$ cat src/rtl/oracle_query_sequencer.sv
// oracle_query_sequencer
//
// Takes one query pattern per valid/ready handshake and drives it on the
// inputs of a combinational oracle. It waits SETTLE cycles, then captures
// the oracle outputs. If the query asked for it, the capture is compared
// against an expected value. The result goes out over a second
// valid/ready handshake. Completed responses and mismatching responses are
// counted in saturating counters.
//
// Ports:
//   clk        : single clock, all state updates on the rising edge
//   rst_n      : synchronous active-low reset
//   abort      : synchronous abort of any query in flight
//   q_valid    : query valid
//   q_ready    : query ready (IDLE, no abort, not in reset)
//   q_data     : input pattern for the oracle
//   q_exp      : expected oracle response
//   q_chk      : compare the response against q_exp for this query
//   dut_in     : registered drive to the oracle inputs
//   dut_out    : oracle outputs, combinational function of dut_in
//   r_valid    : response valid
//   r_ready    : response ready
//   r_data     : captured oracle response
//   r_mismatch : q_chk was set and the captured response differed from q_exp
//   busy       : a query is in flight (state != IDLE)
//   query_cnt  : completed responses, saturating
//   err_cnt    : mismatching responses, saturating
module oracle_query_sequencer #(
  parameter int IN_W   = 36,
  parameter int OUT_W  = 7,
  parameter int SETTLE = 2,
  parameter int CNT_W  = 16
) (
  input  logic             clk,
  input  logic             rst_n,
  input  logic             abort,
  input  logic             q_valid,
  output logic             q_ready,
  input  logic [IN_W-1:0]  q_data,
  input  logic [OUT_W-1:0] q_exp,
  input  logic             q_chk,
  output logic [IN_W-1:0]  dut_in,
  input  logic [OUT_W-1:0] dut_out,
  output logic             r_valid,
  input  logic             r_ready,
  output logic [OUT_W-1:0] r_data,
  output logic             r_mismatch,
  output logic             busy,
  output logic [CNT_W-1:0] query_cnt,
  output logic [CNT_W-1:0] err_cnt
);

  // The settle counter only has to reach SETTLE-1.
  localparam int SW = (SETTLE > 1) ? $clog2(SETTLE) : 1;
  localparam logic [SW-1:0] LAST = SW'(SETTLE - 1);
  localparam logic [CNT_W-1:0] CNT_MAX = '1;

  typedef enum logic [1:0] {
    IDLE  = 2'd0,
    DRIVE = 2'd1,
    RESP  = 2'd2
  } state_t;

  state_t state;
  state_t state_next;

  logic [SW-1:0]    settle_cnt;
  logic [OUT_W-1:0] exp_reg;
  logic             chk_reg;

  logic accept;
  logic capture;
  logic complete;

  // The state register.
  always_ff @(posedge clk) begin
    if (!rst_n) begin
      state <= IDLE;
    end else begin
      state <= state_next;
    end
  end

  // Next state and the per-edge events. Abort overrides any handshake
  // that is in progress, so none of the events fire while abort is high.
  always_comb begin
    state_next = state;
    accept     = 1'b0;
    capture    = 1'b0;
    complete   = 1'b0;
    q_ready    = rst_n && !abort && (state == IDLE);

    case (state)
      IDLE: begin
        if (q_valid && q_ready) begin
          accept     = 1'b1;
          state_next = DRIVE;
        end
      end
      DRIVE: begin
        if (settle_cnt == LAST) begin
          capture    = 1'b1;
          state_next = RESP;
        end
      end
      RESP: begin
        if (r_ready) begin
          complete   = 1'b1;
          state_next = IDLE;
        end
      end
      default: state_next = IDLE;
    endcase

    if (abort) begin
      state_next = IDLE;
      accept     = 1'b0;
      capture    = 1'b0;
      complete   = 1'b0;
    end
  end

  assign busy = (state != IDLE);

  // Datapath: the oracle drive, the settle timer, the response capture
  // and the statistics counters. An abort clears only the drive and the
  // response valid. The counters and the captured data keep their values.
  always_ff @(posedge clk) begin
    if (!rst_n) begin
      dut_in     <= '0;
      exp_reg    <= '0;
      chk_reg    <= 1'b0;
      settle_cnt <= '0;
      r_data     <= '0;
      r_mismatch <= 1'b0;
      r_valid    <= 1'b0;
      query_cnt  <= '0;
      err_cnt    <= '0;
    end else if (abort) begin
      dut_in  <= '0;
      r_valid <= 1'b0;
    end else begin
      if (accept) begin
        dut_in     <= q_data;
        exp_reg    <= q_exp;
        chk_reg    <= q_chk;
        settle_cnt <= '0;
      end

      if (state == DRIVE && !capture) begin
        settle_cnt <= settle_cnt + SW'(1);
      end

      if (capture) begin
        r_data     <= dut_out;
        r_mismatch <= chk_reg && (dut_out != exp_reg);
        r_valid    <= 1'b1;
      end

      if (complete) begin
        r_valid <= 1'b0;
        if (query_cnt != CNT_MAX) begin
          query_cnt <= query_cnt + CNT_W'(1);
        end
        if (r_mismatch && err_cnt != CNT_MAX) begin
          err_cnt <= err_cnt + CNT_W'(1);
        end
      end
    end
  end

endmodule

$ cat config.mk
export PLATFORM = sky130hd
export DESIGN_NAME = oracle_query_sequencer
export DESIGN_NICKNAME = d
export VERILOG_FILES = /design/src/rtl/oracle_query_sequencer.sv
export SDC_FILE = /design/constraint.sdc
export NUM_CORES = 1
export LEC_CHECK = 0
export CAP_MARGIN = 25
export CORE_MARGIN = 5
export CORE_UTILIZATION = 45
export CTS_CLUSTER_DIAMETER = 100
export DETAILED_ROUTE_END_ITERATION = 7
export PLACE_DENSITY = 0.85
export SLEW_MARGIN = 30
export SYNTH_ARGS = -nofsm -noshare
export SYNTH_HDL_FRONTEND = slang
export SYNTH_SLANG_ARGS = --single-unit
$ cat constraint.sdc
create_clock -name clk -period 2.6 [get_ports clk]
set_input_delay 0.65 -clock clk [delete_from_list [all_inputs] [get_ports clk]]
set_output_delay 0.65 -clock clk [all_outputs]
set_load 0.02 [all_outputs]
==> out/summary.json <==
{
  "synthesis": {
    "yosys.area_share.xor_xnor_pct": 1.65,
    "synth_most_common_cell": "nand2_1",
    "dominant_combinational_cell_family_by_area_after_synthesis": "simple AND/OR/NAND/NOR gates",
    "synth_top_cell_by_area": "dfxtp_1",
    "ys_ff_latch": 88,
    "postSynthCellCount": 462,
    "post_synth.cell_area_avg_um2": 8.07,
    "syn-cell-area_um2": 3730,
    "compound_gate_portion_of_the_synthesized_area_pct": 14.5,
    "netlist-cell-type-count": 42,
    "netlist.area_leader.share_pct": 47.3,
    "netlist_top_cells_area": "dfxtp_1 47%, nand2_1 13%, a21oi_1 6.9%",
    "synth_enable_flop_cells": 0,
    "synth_nets": 520,
    "post_synth_fa_ha_maj_area_fraction_pct": 0.672,
    "synthesis.yosys.warnings": 0,
    "yosys-top-cells-count": "127 x nand2_1, 88 x dfxtp_1, 51 x a21oi_1, 36 x nand3_1, 21 x clkbuf_1",
    "post_synth_and_or_nand_nor_area_fraction_pct": 30.3,
    "share_of_the_yosys_chip_area_belonging_to_registers_pct": 47.3,
    "primary_ff_master_synth": "dfxtp_1",
    "synth-async-reset-ratio_pct": 0,
    "yosys-mux-area-fraction_pct": 1.88
  },
  "floorplan": {
    "dieArea_um2": 10200,
    "die_w_um": 101,
    "io-pin-count": 135,
    "placementRows": 33,
    "die_height_um": 101,
    "initial_core_util_pct": 45.8,
    "floorplan.core_area_um2": 8130
  },
  "timing": {
    "tns_ps": 0,
    "grt_setup_unrepaired": "no",
    "setup_viol": 0,
    "tightest_slew_ps": 804,
    "timing.hold.ws_ps": 455,
    "fin_crit_ps": 2410,
    "finClkSkew_ps": 13.6,
    "postLayoutSetupSlackWorst_ps": 189,
    "final_min_period_over_clock_period_pct": 92.7,
    "maxClockFrequency_mhz": 415,
    "maxSlewViolCount": 0,
    "max-slew-margin-rel_pct": 45.9,
    "finalHoldViolations": 0
  },
  "cts": {
    "cts_resized": 1,
    "cts.sinks": 88,
    "clock_latency_ps": 350,
    "total_cts_buffers": 9,
    "clkSlewWorstSetupHoldPaths_ps": 80,
    "postCtsSetupRepairBufs": 0,
    "ctsRootBufferMaster": "clkbuf_8",
    "cts-htree-levels": 3,
    "ctsLongestPathBuffers": 2,
    "cts_tree": "done",
    "post_cts_hold_buffer_count": 0
  },
  "run_status": {
    "outcome": "finished clean"
  },
  "critical_path": {
    "timing.rr.start": "query_cnt[0]",
    "timing.rr.end": "query_cnt[10]",
    "critPathRequiredTime_ps": 1950,
    "regToRegSetupSlack_ps": 490,
    "critical_path.cell_chain": "clkdlybuf4s50_1 > nand2b_1 > nor2_1 > dlygate4sd2_1",
    "critPathMaxFanout": 2,
    "worst_setup_path_end_kind": "primary output",
    "critical_path.slowest_cell": "clkdlybuf4s50_1",
    "critical_path_arrival_ps": 1760,
    "r2r.worst_path.cells": 5,
    "timing_worst_setup_path_type": "input port to primary output",
    "slowest_delay_ps": 410,
    "start_kind": "input port"
  },
  "grt": {
    "grt_pass1_wl_um": 17100,
    "grt_util_all_layers_pct": 20.7,
    "antenna_found_initial": 0,
    "grt_remaining_overflow": 0,
    "grt_start_max_net_pins": 45,
    "first_global_vias": 3771
  },
  "power": {
    "p_leak_uw": 0.00187,
    "irDropWorstVdd_v": 0.000249,
    "power.density_nw_per_um2": 485,
    "report.power.total_uw": 2630
  },
  "detailed_routing": {
    "drc": 0,
    "num_vias": 3773,
    "drtAntennaViolNets": 0,
    "detail_route.vias_per_cell": 5.37,
    "drtIter0Drc": 109,
    "drt_pre_antenna_iters": 5,
    "routed_wl_um": 10400,
    "drt-wirelength-per-cell_um": 14.8
  },
  "flow_run": {
    "max_cap_violations": 0
  },
  "finish": {
    "syn2layout_area_growth_pct": 45.6,
    "n_fill_cell": 649,
    "ant_diodes": 0,
    "multi_input_comb_area_um2": 1830,
    "post-route-cell-area_um2": 5430,
    "area.sequential_um2": 1760,
    "largest_reg_flops": 36,
    "final_layout_size_suffix_gt1_share_pct": 5.52,
    "reg.largest.list": "dut_in (36), err_cnt (16), query_cnt (16)",
    "registers.top_by_ff_count": "dut_in",
    "num-nets-final": 653
  },
  "placed_design": {
    "buffer_ports.inserted": 134,
    "gp_routability_congestion": 0.793,
    "place_worst_setup_slack_ps": -122,
    "place_hpwl_um": 7720,
    "placed_cell_area_um2": 5220
  },
  "hold_path": {
    "hold_path_end": "chk_reg",
    "min-delay-start": "chk_reg",
    "min_path_type": "flip-flop to flip-flop",
    "hold_path_depth": 2
  }
}
==> final cells by class <==
class,count,share of cell area (%)
Clock buffer,10,2.54
Multi-Input combinational cell,340,33.6
Tap cell,105,2.42
Sequential cell,88,32.5
Clock inverter,4,1.29
Timing Repair Buffer,148,27.1
Inverter,8,0.553
==> per-layer routing <==
metal  routed length [µm]  share of wire (%)  GRT usage (%)
met1                 4130                 40           23.2
met2                 4960                 48           34.3
met3                 1200                 12           9.69
met4                  127                1.2           7.46
met5                    0                  0              0
==> worst max path at each step <==
stage          start             to  slack, ps  cells past startpoint
6_report       abort        q_ready        190                      4
5_1_grt        abort        q_ready        110                      4
4_1_cts        abort        q_ready        180                      4
3_5_place_dp   abort  query_cnt[10]       -120                      6
3_3_place_gp   abort        q_ready        -80                      4
2_1_floorplan  abort  query_cnt[10]        510                      5
==> worst max-delay path: cells and delay by family <==
family / cells / cell delay [ps]
buffers and inverters: 2 / 780
and+or+nand+nor: 2 / 330
==> report_power, final <==
group          leakage, µW  internal [µW]  switching (µW)  total (µW)
clock network     0.000108            554             455        1010
registers         0.000712           1370            12.8        1380
logic              0.00105            134             110         244
total              0.00187           2060             578        2630
==> cells by family (layout without fill, tap and decap cells) <==
logic type	count (synthesis)	count (layout)
mux	7	7
simple gates	233	233
compound gates	91	91
buf+inv	34	170
fa+ha+maj	2	2
xor+xnor	7	7
flops	88	88
==> layout by cell type (no fill, tap or decap), types with 2 or more instances in the layout <==
master	n
or4_1	14
nand2_1	127
mux2i_1	7
a31oi_1	3
nor2_1	8
o211ai_1	5
a21oi_1	51
nor4_1	3
clkbuf_8	10
o31ai_1	15
inv_1	7
nand3_1	36
nand2b_1	8
clkinv_2	2
buf_4	12
and4_1	3
and3_1	5
o41ai_1	2
or3_1	7
nand4_1	11
buf_12	2
dfxtp_1	88
xnor2_1	7
nor3_1	3
o21ai_0	9
clkdlybuf4s50_1	133
bufinv_16	2
ha_1	2
==> metrics by stage <==
stage | std cells | util [%]
6_report | 703 | 66.7
5_1_grt | 703 | 66.7
4_1_cts | 703 | 66.7
3_5_place_dp | 689 | 64.2
3_3_place_gp | 689 | 64.2
2_1_floorplan | 462 | -
Note: power is estimated with default switching activity, not from simulation.
